**src/rtl/fetch_sequencer.sv**
```systemverilog
// -----------------------------------------------------------------------------
// fetch_sequencer
//
// Purpose:
//   Control FSM for an instruction fetch unit. It issues increment-PC strobes
//   (en_pc) and load-PC strobes (en_new_pc / new_pc). It keeps a shadow copy of
//   the fetch unit PC, a registered instruction-valid flag, a one-cycle flush
//   pulse after every PC load, and a saturating count of en_pc strobes.
//
//   States: IDLE=0, RUN=1, STALL=2, REDIRECT=3, HALTED=4. Encodings 5-7
//   return to IDLE on the next clock. Outside IDLE the inputs are prioritised
//   halt_req > redirect > stall.
//
// Configuration:
//   FETCH_SEQ_STEP_EN - when defined, adds the 'step' input. In RUN, en_pc is
//                       then issued only in cycles where step=1. Otherwise the
//                       FSM holds RUN without fetching.
//
// Ports:
//   clk          in   1   clock
//   reset        in   1   asynchronous, active-high reset
//   start        in   1   leave IDLE/HALTED and begin fetching
//   halt_req     in   1   stop fetching (level)
//   stall        in   1   hold PC, no fetch (level)
//   redirect     in   1   load redirect_pc into the fetch PC (single cycle)
//   redirect_pc  in  12   branch/jump target
//   step         in   1   single-step enable (FETCH_SEQ_STEP_EN only)
//   en_pc        out  1   increment-PC strobe
//   en_new_pc    out  1   load-PC strobe
//   new_pc       out 12   PC value to load (0 when en_new_pc=0)
//   fetch_pc     out 12   shadow copy of the fetch unit PC
//   instr_valid  out  1   instruction register holds a correct instruction
//   flush        out  1   one-cycle pulse after a PC load
//   state        out  3   FSM state encoding
//   fetch_count  out 16   saturating count of en_pc strobes
// -----------------------------------------------------------------------------
module fetch_sequencer (
    input  logic        clk,
    input  logic        reset,
    input  logic        start,
    input  logic        halt_req,
    input  logic        stall,
    input  logic        redirect,
    input  logic [11:0] redirect_pc,
`ifdef FETCH_SEQ_STEP_EN
    input  logic        step,
`endif
    output logic        en_pc,
    output logic        en_new_pc,
    output logic [11:0] new_pc,
    output logic [11:0] fetch_pc,
    output logic        instr_valid,
    output logic        flush,
    output logic [2:0]  state,
    output logic [15:0] fetch_count
);

    typedef enum logic [2:0] {
        S_IDLE     = 3'd0,
        S_RUN      = 3'd1,
        S_STALL    = 3'd2,
        S_REDIRECT = 3'd3,
        S_HALTED   = 3'd4
    } state_e;

    state_e      state_q;
    state_e      state_d;
    logic        en_pc_s;
    logic        en_new_pc_s;
    logic        step_ok_s;
    logic [11:0] fetch_pc_q;
    logic [11:0] fetch_pc_d;
    logic [15:0] fetch_count_q;
    logic [15:0] fetch_count_d;
    logic        instr_valid_q;
    logic        flush_q;

`ifdef FETCH_SEQ_STEP_EN
    assign step_ok_s = step;
`else
    assign step_ok_s = 1'b1;
`endif

    // State register; reset abandons any pending stall or redirect.
    always_ff @(posedge clk or posedge reset) begin
        if (reset) begin
            state_q <= S_IDLE;
        end else begin
            state_q <= state_d;
        end
    end

    // Next-state and strobe decode. The strobes are combinational because the
    // fetch unit acts on them in the same cycle the inputs arrive.
    always_comb begin
        state_d     = S_IDLE;
        en_pc_s     = 1'b0;
        en_new_pc_s = 1'b0;
        case (state_q)
            S_IDLE: begin
                if (start) begin
                    state_d = S_RUN;
                end else begin
                    state_d = S_IDLE;
                end
            end
            S_RUN: begin
                if (halt_req) begin
                    state_d = S_HALTED;
                end else if (redirect) begin
                    en_new_pc_s = 1'b1;
                    state_d     = S_REDIRECT;
                end else if (stall) begin
                    state_d = S_STALL;
                end else begin
                    // In single-step builds a RUN cycle without step is idle.
                    en_pc_s = step_ok_s;
                    state_d = S_RUN;
                end
            end
            S_STALL: begin
                if (halt_req) begin
                    state_d = S_HALTED;
                end else if (redirect) begin
                    en_new_pc_s = 1'b1;
                    state_d     = S_REDIRECT;
                end else if (stall) begin
                    state_d = S_STALL;
                end else begin
                    // The exit cycle does not fetch; RUN fetches from the next cycle.
                    state_d = S_RUN;
                end
            end
            S_REDIRECT: begin
                // One-cycle bubble while the loaded PC propagates.
                if (halt_req) begin
                    state_d = S_HALTED;
                end else begin
                    state_d = S_RUN;
                end
            end
            S_HALTED: begin
                if (start && !halt_req) begin
                    state_d = S_RUN;
                end else begin
                    state_d = S_HALTED;
                end
            end
            default: begin
                state_d = S_IDLE;
            end
        endcase
    end

    // Datapath next values: the shadow PC wraps naturally at 12 bits, and the
    // count sticks at all-ones.
    always_comb begin
        fetch_pc_d    = fetch_pc_q;
        fetch_count_d = fetch_count_q;
        if (en_new_pc_s) begin
            fetch_pc_d = redirect_pc;
        end else if (en_pc_s) begin
            fetch_pc_d = fetch_pc_q + 12'd1;
        end else begin
            fetch_pc_d = fetch_pc_q;
        end
        if (en_pc_s && (fetch_count_q != 16'hFFFF)) begin
            fetch_count_d = fetch_count_q + 16'd1;
        end else begin
            fetch_count_d = fetch_count_q;
        end
    end

    // Datapath registers. instr_valid follows en_pc only, so it drops after a
    // PC load, when the fetch unit holds the stale-PC word.
    always_ff @(posedge clk or posedge reset) begin
        if (reset) begin
            fetch_pc_q    <= 12'd0;
            fetch_count_q <= 16'd0;
            instr_valid_q <= 1'b0;
            flush_q       <= 1'b0;
        end else begin
            fetch_pc_q    <= fetch_pc_d;
            fetch_count_q <= fetch_count_d;
            instr_valid_q <= en_pc_s;
            flush_q       <= en_new_pc_s;
        end
    end

    assign en_pc       = en_pc_s;
    assign en_new_pc   = en_new_pc_s;
    assign new_pc      = en_new_pc_s ? redirect_pc : 12'd0;
    assign fetch_pc    = fetch_pc_q;
    assign instr_valid = instr_valid_q;
    assign flush       = flush_q;
    assign state       = state_q;
    assign fetch_count = fetch_count_q;

endmodule

```
**config.mk**
```make
export PLATFORM = sky130hd
export DESIGN_NAME = fetch_sequencer
export DESIGN_NICKNAME = d
export VERILOG_FILES = /design/src/rtl/fetch_sequencer.sv
export SDC_FILE = /design/constraint.sdc
export NUM_CORES = 1
export LEC_CHECK = 0
export ABC_AREA = 1
export CELL_PAD_IN_SITES_DETAIL_PLACEMENT = 1
export CELL_PAD_IN_SITES_GLOBAL_PLACEMENT = 1
export CORE_MARGIN = 1.5
export CORE_UTILIZATION = 35
export DETAILED_ROUTE_END_ITERATION = 10
export PLACE_DENSITY_LB_ADDON = 0.1
export SLEW_MARGIN = 20
export SYNTH_ARGS = -nofsm -noshare
export SYNTH_HDL_FRONTEND = slang
export SYNTH_SLANG_ARGS = --single-unit
```
**constraint.sdc**
```tcl
create_clock -name clk -period 3.14 [get_ports clk]
set_input_delay 0.785 -clock clk [delete_from_list [all_inputs] [get_ports clk]]
set_output_delay 0.785 -clock clk [all_outputs]
set_load 0.005 [all_outputs]
```
Yosys cells after proc, flatten, opt, wreduce, memory -nomap -nowiden
Cells that the tools add are included.
{"block": "word_totals", "register_bits": 33, "latch_bits": 0, "ramBits": 0, "romBits": 0, "input_bits": 18, "out_inout_bits": 47, "word_cells": 35, "memories": 0}
{"block": "op_classes", "n_addsub": 2, "mul": 0, "div": 0, "order_cmp": 0, "n_eq_ne": 5, "shifts": 0, "muxes": 17, "bitwise": 0, "n_reduce_logical": 6}
{"op": "12-bit 2-to-1 mux", "count": 3}
{"op": "16-bit by 1-bit adder with 16-bit output (second input constant)", "count": 1}
{"op": "16-bit inequality test (second input constant)", "count": 1}
{"op": "12-bit by 1-bit adder with 12-bit output (second input constant)", "count": 1}
{"op": "3-bit case mux with 4 select lines", "count": 1}
{"op": "3-bit 2-to-1 mux", "count": 3}
{"op": "1-bit 2-to-1 mux", "count": 8}
{"op": "3-bit by 2-bit == test with 1-bit output (second input constant)", "count": 2}
{"op": "2-bit 2-to-1 mux", "count": 2}
{"op": "3-bit by 1-bit == test with 1-bit output (second input constant)", "count": 1}
{"op": "3-bit == test (second input constant)", "count": 1}
{"op": "3-bit zero test", "count": 1}
{"op": "1-bit logical AND", "count": 2}
{"op": "2-bit nonzero test", "count": 1}
{"op": "2-bit OR reduction", "count": 1}
{"op": "1-bit zero test", "count": 1}

Depth between registers and ports, before layout
Gate-level depths: netlist of the first run.
{"block": "logic_depth", "ltp_word": 6, "depth_mapped": 9}

Worst setup path before layout of the first run
No wires, ideal clock.
{"block": "synth_path", "path_kind": "input to output", "startpoint": "input port redirect", "endpoint": "output port new_pc[1]", "t_arrival_ns": 1.510, "t_required_ns": 2.355, "path_slack_ns": 0.845, "stages": 5, "path_cell_list": "inv_1 -> nor2_1 -> nand2_2 -> buf_4 -> nor2_1"}
{"block": "synth_between", "elab_chain_cells": 4}
{"element": "start, declared", "line_no": "43", "source": "input logic redirect,"}
{"element": "1-bit 2-to-1 mux", "line_no": "110, 124"}
{"element": "1-bit 2-to-1 mux", "line_no": "122", "source": "if (halt_req) begin"}
{"element": "1-bit 2-to-1 mux"}
{"element": "12-bit 2-to-1 mux", "line_no": "192", "source": "assign new_pc = en_new_pc_s ? redirect_pc : 12'd0;"}
{"element": "end, declared", "line_no": "50", "source": "output logic [11:0] new_pc,"}
No other way between the ends.

Final worst setup path of the first run
{"block": "layout_path", "startpoint": "input port halt_req", "endpoint": "output port new_pc[1]"}
{"block": "layout_between", "elab_chain_cells": 3}
{"element": "start, declared", "line_no": "41", "source": "input logic halt_req,"}
{"element": "1-bit 2-to-1 mux", "line_no": "122"}
{"element": "1-bit 2-to-1 mux"}
{"element": "12-bit 2-to-1 mux", "line_no": "192"}
No other way between the ends.

==> results of run 1 <==
[power groups by stage]
stage	clock, uW	combinational, uW	sequential [uW]
CTS	332	750	665
detailed placement	0	744	672
floorplan	0	380	650
global placement	0	714	667
finish	320	746	662
global route	345	844	684
[registers in the layout, summed over array words and instances (netlist names)]
register     count
fetch_count     16
fetch_pc        12
state            3
flush            1
instr_valid      1
[logic make-up (layout without fill, tap and decap cells)]
family                   Yosys count  in the layout  synth area share (%)
AO/OA/AOI/OAI                     21             21                  5.98
XOR/XNOR                          12             12                  4.92
adder cells (fa/ha/maj)            2              2                  1.17
buffers and inverters             45            128                  9.26
flip-flops                        33             33                  38.7
AND/OR/NAND/NOR                  199            199                  40.0
[metal layers]
layer	up-vias	part of all wire, %	global-route usage, %	routed length (um)
met2	49	49	34.1	3040
li1	1134	-	-	-
met5	-	0	0	0
met4	0	0.82	5.17	51
met1	1058	46	26.8	2860
met3	5	4.4	5.28	273
[synthesized netlist by cell type (all sizes together)]
master and count:
a21oi 8, a31oi 2, a41oi 1, and2 1
buf 4, dfrtp 33, ha 2, inv 41
nand2 119, nand3 27, nand3b 1, nand4 3
nor2 41, nor3 5, nor4 1, o21a 1
o21ai 8, o21bai 1, or2 1, xnor2 8
xor2 4
[layout make-up]
class / instances / area, um^2 / area share [%]
Multi-Input combinational cell: 234 / 1130 / 37.0
Sequential cell: 33 / 826 / 27.0
Timing Repair Buffer: 79 / 762 / 24.9
Inverter: 41 / 161 / 5.28
Tap cell: 75 / 93.8 / 3.07
Clock buffer: 6 / 72.6 / 2.37
Clock inverter: 2 / 10.0 / 0.327
[worst max-delay path by stage]
stage | from | endpoint | slack, ns
6_report | halt_req | new_pc[1] | 0.08
5_1_grt | halt_req | new_pc[1] | -0.002
4_1_cts | redirect | new_pc[3] | 0.008
3_5_place_dp | redirect | new_pc[7] | -0.05
3_3_place_gp | redirect | new_pc[7] | 0.0005
2_1_floorplan | redirect | new_pc[1] | 0.85
[through the flow]
step	TNS (ns)	setup WS (ns)	power, uW	std cells
after floorplan	0	0.845	1030	312
after global placement	0	0.000543	1380	462
after detailed placement	-0.267	-0.0538	1420	462
after CTS	0	0.00757	1750	470
after global routing	-0.00178	-0.00178	1870	470
final	0	0.0769	1730	470
[what timing repair did]
item,4_1_cts,5_1_grt
setup endpoints to repair,7,9
pin swaps,1,0
hold buffers,0,0
resized for setup,3,8
[layout by cell type, fill, tap and decap left out]
cell type,count
clkbuf_1,1
o21ai_0,7
a31oi_1,2
inv_2,2
ha_1,2
nor3_1,5
a21oi_1,8
or2_2,1
nand3_2,1
xnor2_1,8
xor2_1,4
nand3b_1,1
nand3_1,26
and2_1,1
o21bai_1,1
nand4_1,3
inv_1,37
dfrtp_1,33
nand2_2,2
nor2_4,4
buf_4,14
nor2_2,2
inv_4,1
clkbuf_8,5
a41oi_1,1
nor2_1,35
buf_6,1
inv_6,1
clkinv_2,2
clkdlybuf4s50_1,62
nor4_1,1
nand2_4,3
o21ai_4,1
o21a_1,1
dlymetal6s2s_1,2
nand2_1,114
[worst max-delay path, cell delays in order]
cell,delay (ns)
clkdlybuf4s50_1,0.47
nor2_4,0.17
nand2_4,0.10
buf_6,0.15
nor2_1,0.10
clkdlybuf4s50_1,0.50
==> impl_metrics.xml, run 1 <==
<?xml version="1.0" encoding="UTF-8"?>
<metrics>
  <group name="timing">
    <metric name="final-max-slew-violation-count" unit="">0</metric>
    <metric name="final-setup-viol-count" unit="">0</metric>
    <metric name="tightestPinTransition" unit="ns">0.582</metric>
    <metric name="max_freq" unit="MHz">326</metric>
    <metric name="fin_hold_ws" unit="ns">0.532</metric>
    <metric name="report.final.hold_viol_count" unit="">0</metric>
    <metric name="final.period_utilization" unit="%">97.6</metric>
    <metric name="final.min_clock_period" unit="ns">3.06</metric>
    <metric name="slew_headroom" unit="%">60.9</metric>
    <metric name="fin_skew" unit="ns">0.00868</metric>
  </group>
  <group name="setup_path">
    <metric name="critPathRequiredTime" unit="ns">2.35</metric>
    <metric name="cp-end-kind" unit="">output pin</metric>
    <metric name="cp_launch_type" unit="">input port</metric>
    <metric name="timing_worst_setup_path_type" unit="">in2out</metric>
    <metric name="critPathMaxFanout" unit="">5</metric>
    <metric name="r2r_start" unit="">fetch_count[0]</metric>
    <metric name="regToRegEndpoint" unit="">fetch_count[12]</metric>
    <metric name="reg2reg_setup_slack" unit="ns">1.18</metric>
    <metric name="worst-endpoint-arrival" unit="ns">2.28</metric>
    <metric name="r2r.worst_path.cells" unit="">8</metric>
  </group>
  <group name="min_path">
    <metric name="whs_path_depth" unit="">1</metric>
    <metric name="min-delay-path-class" unit="">reg2reg</metric>
    <metric name="min_to" unit="">fetch_count[0]</metric>
    <metric name="hold_path_startpoint" unit="">fetch_count[0]</metric>
  </group>
  <group name="detailed_routing">
    <metric name="routed_wire_length_per_instance" unit="um">13.2</metric>
    <metric name="dr_total_vias" unit="">2246</metric>
    <metric name="via_per_inst" unit="">4.78</metric>
    <metric name="drt.antenna.violating_nets" unit="">0</metric>
    <metric name="finalWirelength" unit="um">6220</metric>
    <metric name="drt_pre_antenna_iters" unit="">4</metric>
    <metric name="violation_count_after_the_first_detailed_route_iteration" unit="">74</metric>
    <metric name="detail_route.drc_violations" unit="">0</metric>
  </group>
  <group name="power_and_ir_drop">
    <metric name="p_sw_share" unit="%">38.2</metric>
    <metric name="power.sequential.fraction" unit="%">38.3</metric>
    <metric name="cellLeakagePower" unit="uW">0.00154</metric>
    <metric name="peakVddDrop" unit="V">0.000377</metric>
    <metric name="clock_power_share" unit="%">18.5</metric>
    <metric name="power-per-cell-area" unit="mW/mm^2">565</metric>
    <metric name="pwr-share-comb" unit="%">43.2</metric>
    <metric name="p_int" unit="uW">1070</metric>
    <metric name="total_switching_power" unit="uW">660</metric>
  </group>
  <group name="synth">
    <metric name="ys_warn_count" unit="">0</metric>
    <metric name="syn-instance-count" unit="">312</metric>
    <metric name="yosysTopAreaCell" unit="">dfrtp_1</metric>
    <metric name="mappedNetlistArea" unit="mm^2">0.00213</metric>
    <metric name="synth_seq_cells" unit="">33</metric>
    <metric name="ys_seq_area_share" unit="%">38.7</metric>
    <metric name="synth_area_leaders" unit="">dfrtp_1 39%, nand2_1 20%, inv_1 6.7%, nor2_1 6.5%, nand3_1 6.3%</metric>
    <metric name="synth_nets" unit="">332</metric>
    <metric name="synth_top_area_share" unit="%">38.7</metric>
    <metric name="post_synthesis_cell_type_count" unit="">29</metric>
    <metric name="syn-mean-instance-area" unit="um^2">6.84</metric>
  </group>
  <group name="place">
    <metric name="dp.final_hpwl" unit="um">4780</metric>
    <metric name="placed_standard_cell_area" unit="mm^2">0.00294</metric>
    <metric name="finalWeightedCongestion" unit="">0.809</metric>
    <metric name="place.port_buffers" unit="">64</metric>
  </group>
  <group name="global_route">
    <metric name="final_global_route_overflow_total" unit="">0</metric>
    <metric name="overall_global_routing_resource_usage" unit="%">20.6</metric>
    <metric name="grt_first_pass_wirelength" unit="um">10400</metric>
    <metric name="grt_antenna_before_repair" unit="">0</metric>
    <metric name="first_global_vias" unit="">2175</metric>
    <metric name="grt_start_max_net_pins" unit="">34</metric>
  </group>
  <group name="floorplan">
    <metric name="number_of_i_o_pins" unit="">65</metric>
    <metric name="die_area" unit="mm^2">0.00658</metric>
    <metric name="coreArea" unit="mm^2">0.00592</metric>
    <metric name="floorplan.rows" unit="">28</metric>
    <metric name="die_height" unit="um">81.1</metric>
    <metric name="die_w" unit="um">81.1</metric>
    <metric name="floorplan.initialDensity" unit="%">36.1</metric>
  </group>
  <group name="cts">
    <metric name="cts_tree" unit="">done</metric>
    <metric name="cts_buffers" unit="">5</metric>
    <metric name="clock_path_buffers" unit="">2</metric>
    <metric name="clock_tree.htree_level_count" unit="">2</metric>
    <metric name="cts-root-buf" unit="">clkbuf_8</metric>
    <metric name="cts_sinks" unit="">33</metric>
    <metric name="worst_skew_pair.late_latency" unit="ns">0.29</metric>
    <metric name="cts_setup_buffers" unit="">0</metric>
    <metric name="reg_clk_slew_reported_paths" unit="ns">0.07</metric>
  </group>
  <group name="final_layout">
    <metric name="post_route_cells_drive_above_1_share" unit="%">10.1</metric>
    <metric name="nFillCells" unit="">792</metric>
    <metric name="final_net_count" unit="">414</metric>
    <metric name="utilization_of_the_core_after_routing" unit="%">51.6</metric>
    <metric name="final_design_area_no_fill" unit="mm^2">0.00306</metric>
    <metric name="area_growth_syn_to_layout" unit="%">43.2</metric>
    <metric name="num_antenna_cells" unit="">0</metric>
  </group>
  <group name="flow_run">
    <metric name="timing.max_cap.violations" unit="">0</metric>
  </group>
  <group name="outcome">
    <metric name="outcome" unit="">finished clean</metric>
  </group>
</metrics>
No activity file was read; power rests on OpenSTA's default activity.
==> inputs of run 2 (changes only) <==
--- a/config.mk
+++ b/config.mk
@@ -9,7 +9,8 @@
 export CELL_PAD_IN_SITES_DETAIL_PLACEMENT = 1
 export CELL_PAD_IN_SITES_GLOBAL_PLACEMENT = 1
 export CORE_MARGIN = 1.5
-export CORE_UTILIZATION = 35
+export CORE_UTILIZATION = 36
+export CTS_BUF_LIST = sky130_fd_sc_hd__clkbuf_8
 export DETAILED_ROUTE_END_ITERATION = 10
 export PLACE_DENSITY_LB_ADDON = 0.1
 export SLEW_MARGIN = 20
==> impl_metrics.xml, run 2 (synthesis results as in run 1) <==
<?xml version="1.0" encoding="UTF-8"?>
<metrics>
  <group name="outcome">
    <metric name="outcome" unit="">finished clean</metric>
  </group>
  <group name="timing">
    <metric name="final-max-slew-violation-count" unit="">0</metric>
    <metric name="final-setup-viol-count" unit="">0</metric>
    <metric name="grt_setup_unrepaired" unit="">yes</metric>
    <metric name="slew_headroom" unit="%">62.9</metric>
    <metric name="fin_skew" unit="ns">0.00658</metric>
    <metric name="max_freq" unit="MHz">324</metric>
    <metric name="report.final.hold_viol_count" unit="">0</metric>
    <metric name="tightestPinTransition" unit="ns">0.555</metric>
    <metric name="fin_tns_setup" unit="ns">0</metric>
    <metric name="final.period_utilization" unit="%">98.4</metric>
    <metric name="worst_setup_slack_after_layout" unit="ns">0.0499</metric>
    <metric name="final.min_clock_period" unit="ns">3.09</metric>
  </group>
  <group name="final_layout">
    <metric name="mostFrequentLayoutCell" unit="">nand2_1</metric>
    <metric name="commonest_non_fill_non_tap_cells_in_the_layout" unit="">114 x nand2_1, 59 x clkdlybuf4s50_1, 38 x inv_1, 36 x nor2_1, 33 x dfrtp_1</metric>
    <metric name="largest_register_ffs" unit="">16</metric>
    <metric name="num_antenna_cells" unit="">0</metric>
    <metric name="final_design_area_no_fill" unit="mm^2">0.00305</metric>
    <metric name="nFillCells" unit="">760</metric>
    <metric name="final_net_count" unit="">415</metric>
    <metric name="area_growth_syn_to_layout" unit="%">43.0</metric>
    <metric name="post_route_cells_drive_above_1_share" unit="%">9.85</metric>
  </group>
  <group name="global_route">
    <metric name="final_global_route_overflow_total" unit="">0</metric>
    <metric name="grt_first_pass_wirelength" unit="um">10400</metric>
    <metric name="grt_start_max_net_pins" unit="">34</metric>
    <metric name="overall_global_routing_resource_usage" unit="%">20.7</metric>
    <metric name="grt_antenna_before_repair" unit="">0</metric>
    <metric name="first_global_vias" unit="">2226</metric>
  </group>
  <group name="power_and_ir_drop">
    <metric name="power-per-cell-area" unit="mW/mm^2">567</metric>
    <metric name="cellLeakagePower" unit="uW">0.00159</metric>
    <metric name="report.power.total" unit="uW">1730</metric>
    <metric name="peakVddDrop" unit="V">0.000344</metric>
  </group>
  <group name="floorplan">
    <metric name="die_height" unit="um">80</metric>
    <metric name="coreArea" unit="mm^2">0.00561</metric>
    <metric name="die_w" unit="um">80</metric>
    <metric name="number_of_i_o_pins" unit="">65</metric>
    <metric name="floorplan.initialDensity" unit="%">38.1</metric>
    <metric name="floorplan.rows" unit="">27</metric>
    <metric name="die_area" unit="mm^2">0.00640</metric>
  </group>
  <group name="setup_path">
    <metric name="critPathMaxFanout" unit="">7</metric>
    <metric name="cp-end-kind" unit="">output pin</metric>
    <metric name="cp_launch_type" unit="">input port</metric>
    <metric name="critPathRequiredTime" unit="ns">2.35</metric>
    <metric name="timing_worst_setup_path_type" unit="">in2out</metric>
    <metric name="crit_path_cell_trace" unit="">clkdlybuf4s50_1 &gt; inv_1 &gt; nor2_2 &gt; nand2_2 &gt; inv_4 &gt; nand2_1 &gt; inv_1 &gt; clkdlybuf4s50_1</metric>
    <metric name="worst_path_largest_cell_delay" unit="ns">0.49</metric>
    <metric name="worst-endpoint-arrival" unit="ns">2.31</metric>
    <metric name="crit_slowest_cell" unit="">clkdlybuf4s50_1</metric>
  </group>
  <group name="cts">
    <metric name="cts_hold_bufs" unit="">0</metric>
    <metric name="cts_sinks" unit="">33</metric>
    <metric name="clock_path_buffers" unit="">2</metric>
    <metric name="cts_buffers" unit="">5</metric>
    <metric name="reg_clk_slew_reported_paths" unit="ns">0.08</metric>
    <metric name="clock_tree.htree_level_count" unit="">2</metric>
    <metric name="cts_tree" unit="">done</metric>
    <metric name="worst_skew_pair.late_latency" unit="ns">0.29</metric>
    <metric name="cts-root-buf" unit="">clkbuf_8</metric>
  </group>
  <group name="place">
    <metric name="place.port_buffers" unit="">64</metric>
    <metric name="finalWeightedCongestion" unit="">0.797</metric>
    <metric name="dpl_worst_slack" unit="ns">-0.0464</metric>
    <metric name="placed_standard_cell_area" unit="mm^2">0.00293</metric>
    <metric name="dp.final_hpwl" unit="um">4740</metric>
  </group>
  <group name="detailed_routing">
    <metric name="violation_count_after_the_first_detailed_route_iteration" unit="">59</metric>
    <metric name="dr_total_vias" unit="">2268</metric>
    <metric name="drt_pre_antenna_iters" unit="">6</metric>
    <metric name="detail_route.drc_violations" unit="">0</metric>
    <metric name="routed_wire_length_per_instance" unit="um">13.0</metric>
    <metric name="via_per_inst" unit="">4.85</metric>
    <metric name="finalWirelength" unit="um">6060</metric>
    <metric name="drt.antenna.violating_nets" unit="">0</metric>
  </group>
  <group name="min_path">
    <metric name="min-delay-path-class" unit="">reg2reg</metric>
  </group>
  <group name="flow_run">
    <metric name="timing.max_cap.violations" unit="">0</metric>
  </group>
</metrics>
==> run 2: cell count changes in the layout (fill, tap and decap cells not counted), moves of 2 or more <==
| cell | change |
|---|---|
| buf_4 | +2 |
| clkinvlp_4 | +3 |
| clkinv_2 | -2 |
| clkdlybuf4s50_1 | -3 |
| dlymetal6s2s_1 | +3 |
==> run 2: metrics by stage <==
| step | hold WS [ns] | cells | util (%) |
|---|---|---|---|
| after floorplan | 0.511 | 312 | - |
| after global routing | 0.579 | 468 | 54.4 |
| after detailed placement | 0.530 | 458 | 52.2 |
| after CTS | 0.544 | 467 | 54.0 |
| final | 0.541 | 468 | 54.4 |
| after global placement | 0.513 | 458 | 52.2 |
==> run 2: cell type report <==
cell class                      instances  area, um^2  area share, %
Clock buffer                            5        68.8           2.25
Clock inverter                          3        22.5          0.738
Inverter                               41         159           5.20
Multi-Input combinational cell        234        1110           36.5
Sequential cell                        33         826           27.0
Tap cell                               72        90.1           2.95
Timing Repair Buffer                   80         773           25.3
==> run 2: layer usage <==
layer	part of all wire [%]	wire length (um)	global-route usage [%]	up-vias
li1	-	-	-	1138
met1	47	2850	27.8	1072
met2	46	2820	33.7	52
met3	5.4	329	4.11	6
met4	1.1	67	5.69	0
met5	0	0	0	-
==> run 2: final timing paths <==
| path | startpoint | to | slack [ns] | cells after the start |
|---|---|---|---|---|
| setup / recovery | redirect | new_pc[4] | 0.05 | 8 |
| max in group asynchronous | reset | fetch_count[7] | 1.93 | 3 |
| min in group asynchronous | reset | fetch_count[3] | 0.90 | 3 |
| hold reg to reg | fetch_count[0] | fetch_count[0] | 0.54 | 1 |
| hold / removal | fetch_count[0] | fetch_count[0] | 0.54 | 1 |
| setup reg to reg | fetch_count[0] | fetch_count[9] | 1.17 | 8 |
==> run 2: critical path: cells and delay by family <==
kind / cells / cell delay, ns
and+or+nand+nor: 3 / 0.31
buffers and inverters: 5 / 1.21
==> run 2: power breakdown <==
part           leakage, uW  switching, uW  internal (uW)
Sequential        0.000428            140            524
Combinational      0.00113            348            388
Clock            0.0000364            176            155
Total              0.00159            664           1070
==> run 2: repair_timing <==
item | in CTS | in global routing
gates resized for setup | 1 | 6
endpoints found under the setup margin | 7 | 9
endpoints found under the hold margin | 0 | 0
buffers inserted | 1 | 1
==> inputs of run 3 (changes only) <==
--- a/config.mk
+++ b/config.mk
@@ -12,6 +12,7 @@
 export CORE_UTILIZATION = 36
 export CTS_BUF_LIST = sky130_fd_sc_hd__clkbuf_8
 export DETAILED_ROUTE_END_ITERATION = 10
+export GPL_TIMING_DRIVEN = 0
 export PLACE_DENSITY_LB_ADDON = 0.1
 export SLEW_MARGIN = 20
 export SYNTH_ARGS = -nofsm -noshare
==> impl_metrics.xml, run 3 (synthesis results as in run 1) <==
<?xml version="1.0" encoding="UTF-8"?>
<metrics>
  <group name="detailed_routing">
    <metric name="routed_wire_length_per_instance" unit="um">13.7</metric>
    <metric name="via_per_inst" unit="">4.86</metric>
    <metric name="dr_total_vias" unit="">2258</metric>
    <metric name="drt.antenna.violating_nets" unit="">0</metric>
    <metric name="detail_route.drc_violations" unit="">0</metric>
    <metric name="drt_pre_antenna_iters" unit="">4</metric>
    <metric name="violation_count_after_the_first_detailed_route_iteration" unit="">86</metric>
    <metric name="finalWirelength" unit="um">6380</metric>
  </group>
  <group name="cts">
    <metric name="clock_tree.htree_level_count" unit="">2</metric>
    <metric name="reg_clk_slew_reported_paths" unit="ns">0.08</metric>
    <metric name="cts_tree" unit="">done</metric>
    <metric name="worst_skew_pair.late_latency" unit="ns">0.29</metric>
    <metric name="cts_sinks" unit="">33</metric>
    <metric name="clock_path_buffers" unit="">2</metric>
    <metric name="cts_buffers" unit="">5</metric>
    <metric name="cts-root-buf" unit="">clkbuf_8</metric>
  </group>
  <group name="final_layout">
    <metric name="area_growth_syn_to_layout" unit="%">43.0</metric>
    <metric name="post_route_cells_drive_above_1_share" unit="%">10.4</metric>
    <metric name="final_net_count" unit="">412</metric>
    <metric name="commonest_non_fill_non_tap_cells_in_the_layout" unit="">113 x nand2_1, 59 x clkdlybuf4s50_1, 36 x inv_1, 35 x nor2_1, 33 x dfrtp_1</metric>
    <metric name="mostFrequentLayoutCell" unit="">nand2_1</metric>
    <metric name="largest_register_ffs" unit="">16</metric>
    <metric name="num_antenna_cells" unit="">0</metric>
    <metric name="final_design_area_no_fill" unit="mm^2">0.00305</metric>
  </group>
  <group name="power_and_ir_drop">
    <metric name="cellLeakagePower" unit="uW">0.00153</metric>
    <metric name="power-per-cell-area" unit="mW/mm^2">572</metric>
    <metric name="peakVddDrop" unit="V">0.000344</metric>
    <metric name="report.power.total" unit="uW">1740</metric>
  </group>
  <group name="floorplan">
    <metric name="floorplan.initialDensity" unit="%">38.1</metric>
    <metric name="coreArea" unit="mm^2">0.00561</metric>
    <metric name="die_w" unit="um">80</metric>
    <metric name="die_height" unit="um">80</metric>
    <metric name="die_area" unit="mm^2">0.00640</metric>
    <metric name="floorplan.rows" unit="">27</metric>
    <metric name="number_of_i_o_pins" unit="">65</metric>
  </group>
  <group name="global_route">
    <metric name="final_global_route_overflow_total" unit="">0</metric>
    <metric name="grt_start_max_net_pins" unit="">34</metric>
    <metric name="grt_first_pass_wirelength" unit="um">10800</metric>
    <metric name="overall_global_routing_resource_usage" unit="%">21.6</metric>
    <metric name="first_global_vias" unit="">2327</metric>
    <metric name="grt_antenna_before_repair" unit="">0</metric>
  </group>
  <group name="timing">
    <metric name="grt_setup_unrepaired" unit="">no</metric>
    <metric name="fin_tns_setup" unit="ns">0</metric>
    <metric name="fin_skew" unit="ns">0.0104</metric>
    <metric name="report.final.hold_viol_count" unit="">0</metric>
    <metric name="final.period_utilization" unit="%">96.8</metric>
    <metric name="slew_headroom" unit="%">51.8</metric>
    <metric name="worst_setup_slack_after_layout" unit="ns">0.101</metric>
    <metric name="tightestPinTransition" unit="ns">0.722</metric>
    <metric name="final-setup-viol-count" unit="">0</metric>
    <metric name="final-max-slew-violation-count" unit="">0</metric>
    <metric name="max_freq" unit="MHz">329</metric>
    <metric name="final.min_clock_period" unit="ns">3.04</metric>
  </group>
  <group name="place">
    <metric name="finalWeightedCongestion" unit="">0.765</metric>
    <metric name="place.port_buffers" unit="">64</metric>
    <metric name="dp.final_hpwl" unit="um">4670</metric>
    <metric name="dpl_worst_slack" unit="ns">-0.426</metric>
    <metric name="placed_standard_cell_area" unit="mm^2">0.00287</metric>
  </group>
  <group name="setup_path">
    <metric name="worst-endpoint-arrival" unit="ns">2.25</metric>
    <metric name="crit_path_cell_trace" unit="">clkdlybuf4s50_1 &gt; nor2_2 &gt; nand3_2 &gt; inv_2 &gt; clkdlybuf4s50_1</metric>
    <metric name="worst_path_largest_cell_delay" unit="ns">0.53</metric>
    <metric name="cp_launch_type" unit="">input port</metric>
    <metric name="critPathMaxFanout" unit="">5</metric>
    <metric name="critPathRequiredTime" unit="ns">2.35</metric>
    <metric name="timing_worst_setup_path_type" unit="">in2out</metric>
    <metric name="crit_family" unit="">buffers and inverters</metric>
    <metric name="crit_buf_inv" unit="">3</metric>
    <metric name="cp-end-kind" unit="">output pin</metric>
    <metric name="crit_slowest_cell" unit="">clkdlybuf4s50_1</metric>
    <metric name="most_frequent_cell_on_the_critical_path" unit="">clkdlybuf4s50_1</metric>
  </group>
  <group name="outcome">
    <metric name="outcome" unit="">finished clean</metric>
  </group>
  <group name="min_path">
    <metric name="min-delay-path-class" unit="">reg2reg</metric>
  </group>
  <group name="flow_run">
    <metric name="timing.max_cap.violations" unit="">0</metric>
  </group>
</metrics>
## run 3: cell count changes in the layout (fill, tap and decap cells not counted), moves of 2 or more
cell and change:
inv_2 +2, buf_4 -7, inv_1 -2, clkinv_2 +2, dlygate4sd2_1 +4, buf_6 +3
dlymetal6s2s_1 -4, clkinvlp_4 -2
## run 3: cell type report
cell class              count  area [um^2]
multi-input cells         234         1130
repair buffers             73          706
inverters                  41          161
fillers                   753         2560
flip-flops and latches     33          826
plain buffers               4         48.8
clock inverters             3         17.5
clock buffers               5         68.8
well taps                  72         90.1
## run 3: final timing paths
path                                startpoint  depth (start not counted)         endpoint  slack [ns]
worst max-delay path                     stall                          5            en_pc        0.10
worst min-delay path            fetch_count[0]                          1   fetch_count[0]        0.54
worst max register to register  fetch_count[0]                          9  fetch_count[10]        1.34
worst min register to register  fetch_count[0]                          1   fetch_count[0]        0.54
max in group asynchronous                reset                          2      fetch_pc[7]        1.74
min in group asynchronous                reset                          2   fetch_count[3]        0.93
## run 3: repair_timing
| item | 4_1_cts | 5_1_grt |
|---|---|---|
| endpoints found under the hold margin | 0 | 0 |
| buffers inserted | 7 | 2 |
| pin swaps | 2 | 2 |
| endpoints found under the setup margin | 10 | 11 |
| hold buffers | 0 | 0 |
| gates resized for setup | 13 | 3 |
## run 3: routing by layer
layer / up-vias / track usage [%] / part of all wire, %
li1: 1129 / - / -
met1: 1069 / 27.6 / 47
met2: 52 / 36.6 / 48
met3: 8 / 4.57 / 4.5
met4: 0 / 6.21 / 1.1
met5: - / 0 / 0
## run 3: per-stage QoR
stage	hold WS, ns	util (%)	instances
6_report	0.543	54.4	465
5_1_grt	0.572	54.4	465
2_1_floorplan	0.511	-	312
3_5_place_dp	0.534	51.1	448
4_1_cts	0.552	54.1	463
3_3_place_gp	0.512	51.1	448
## run 3: where the power goes
part	total, uW	internal, uW	switching (uW)
Clock	323	153	170
Sequential	664	524	140
Combinational	758	394	363
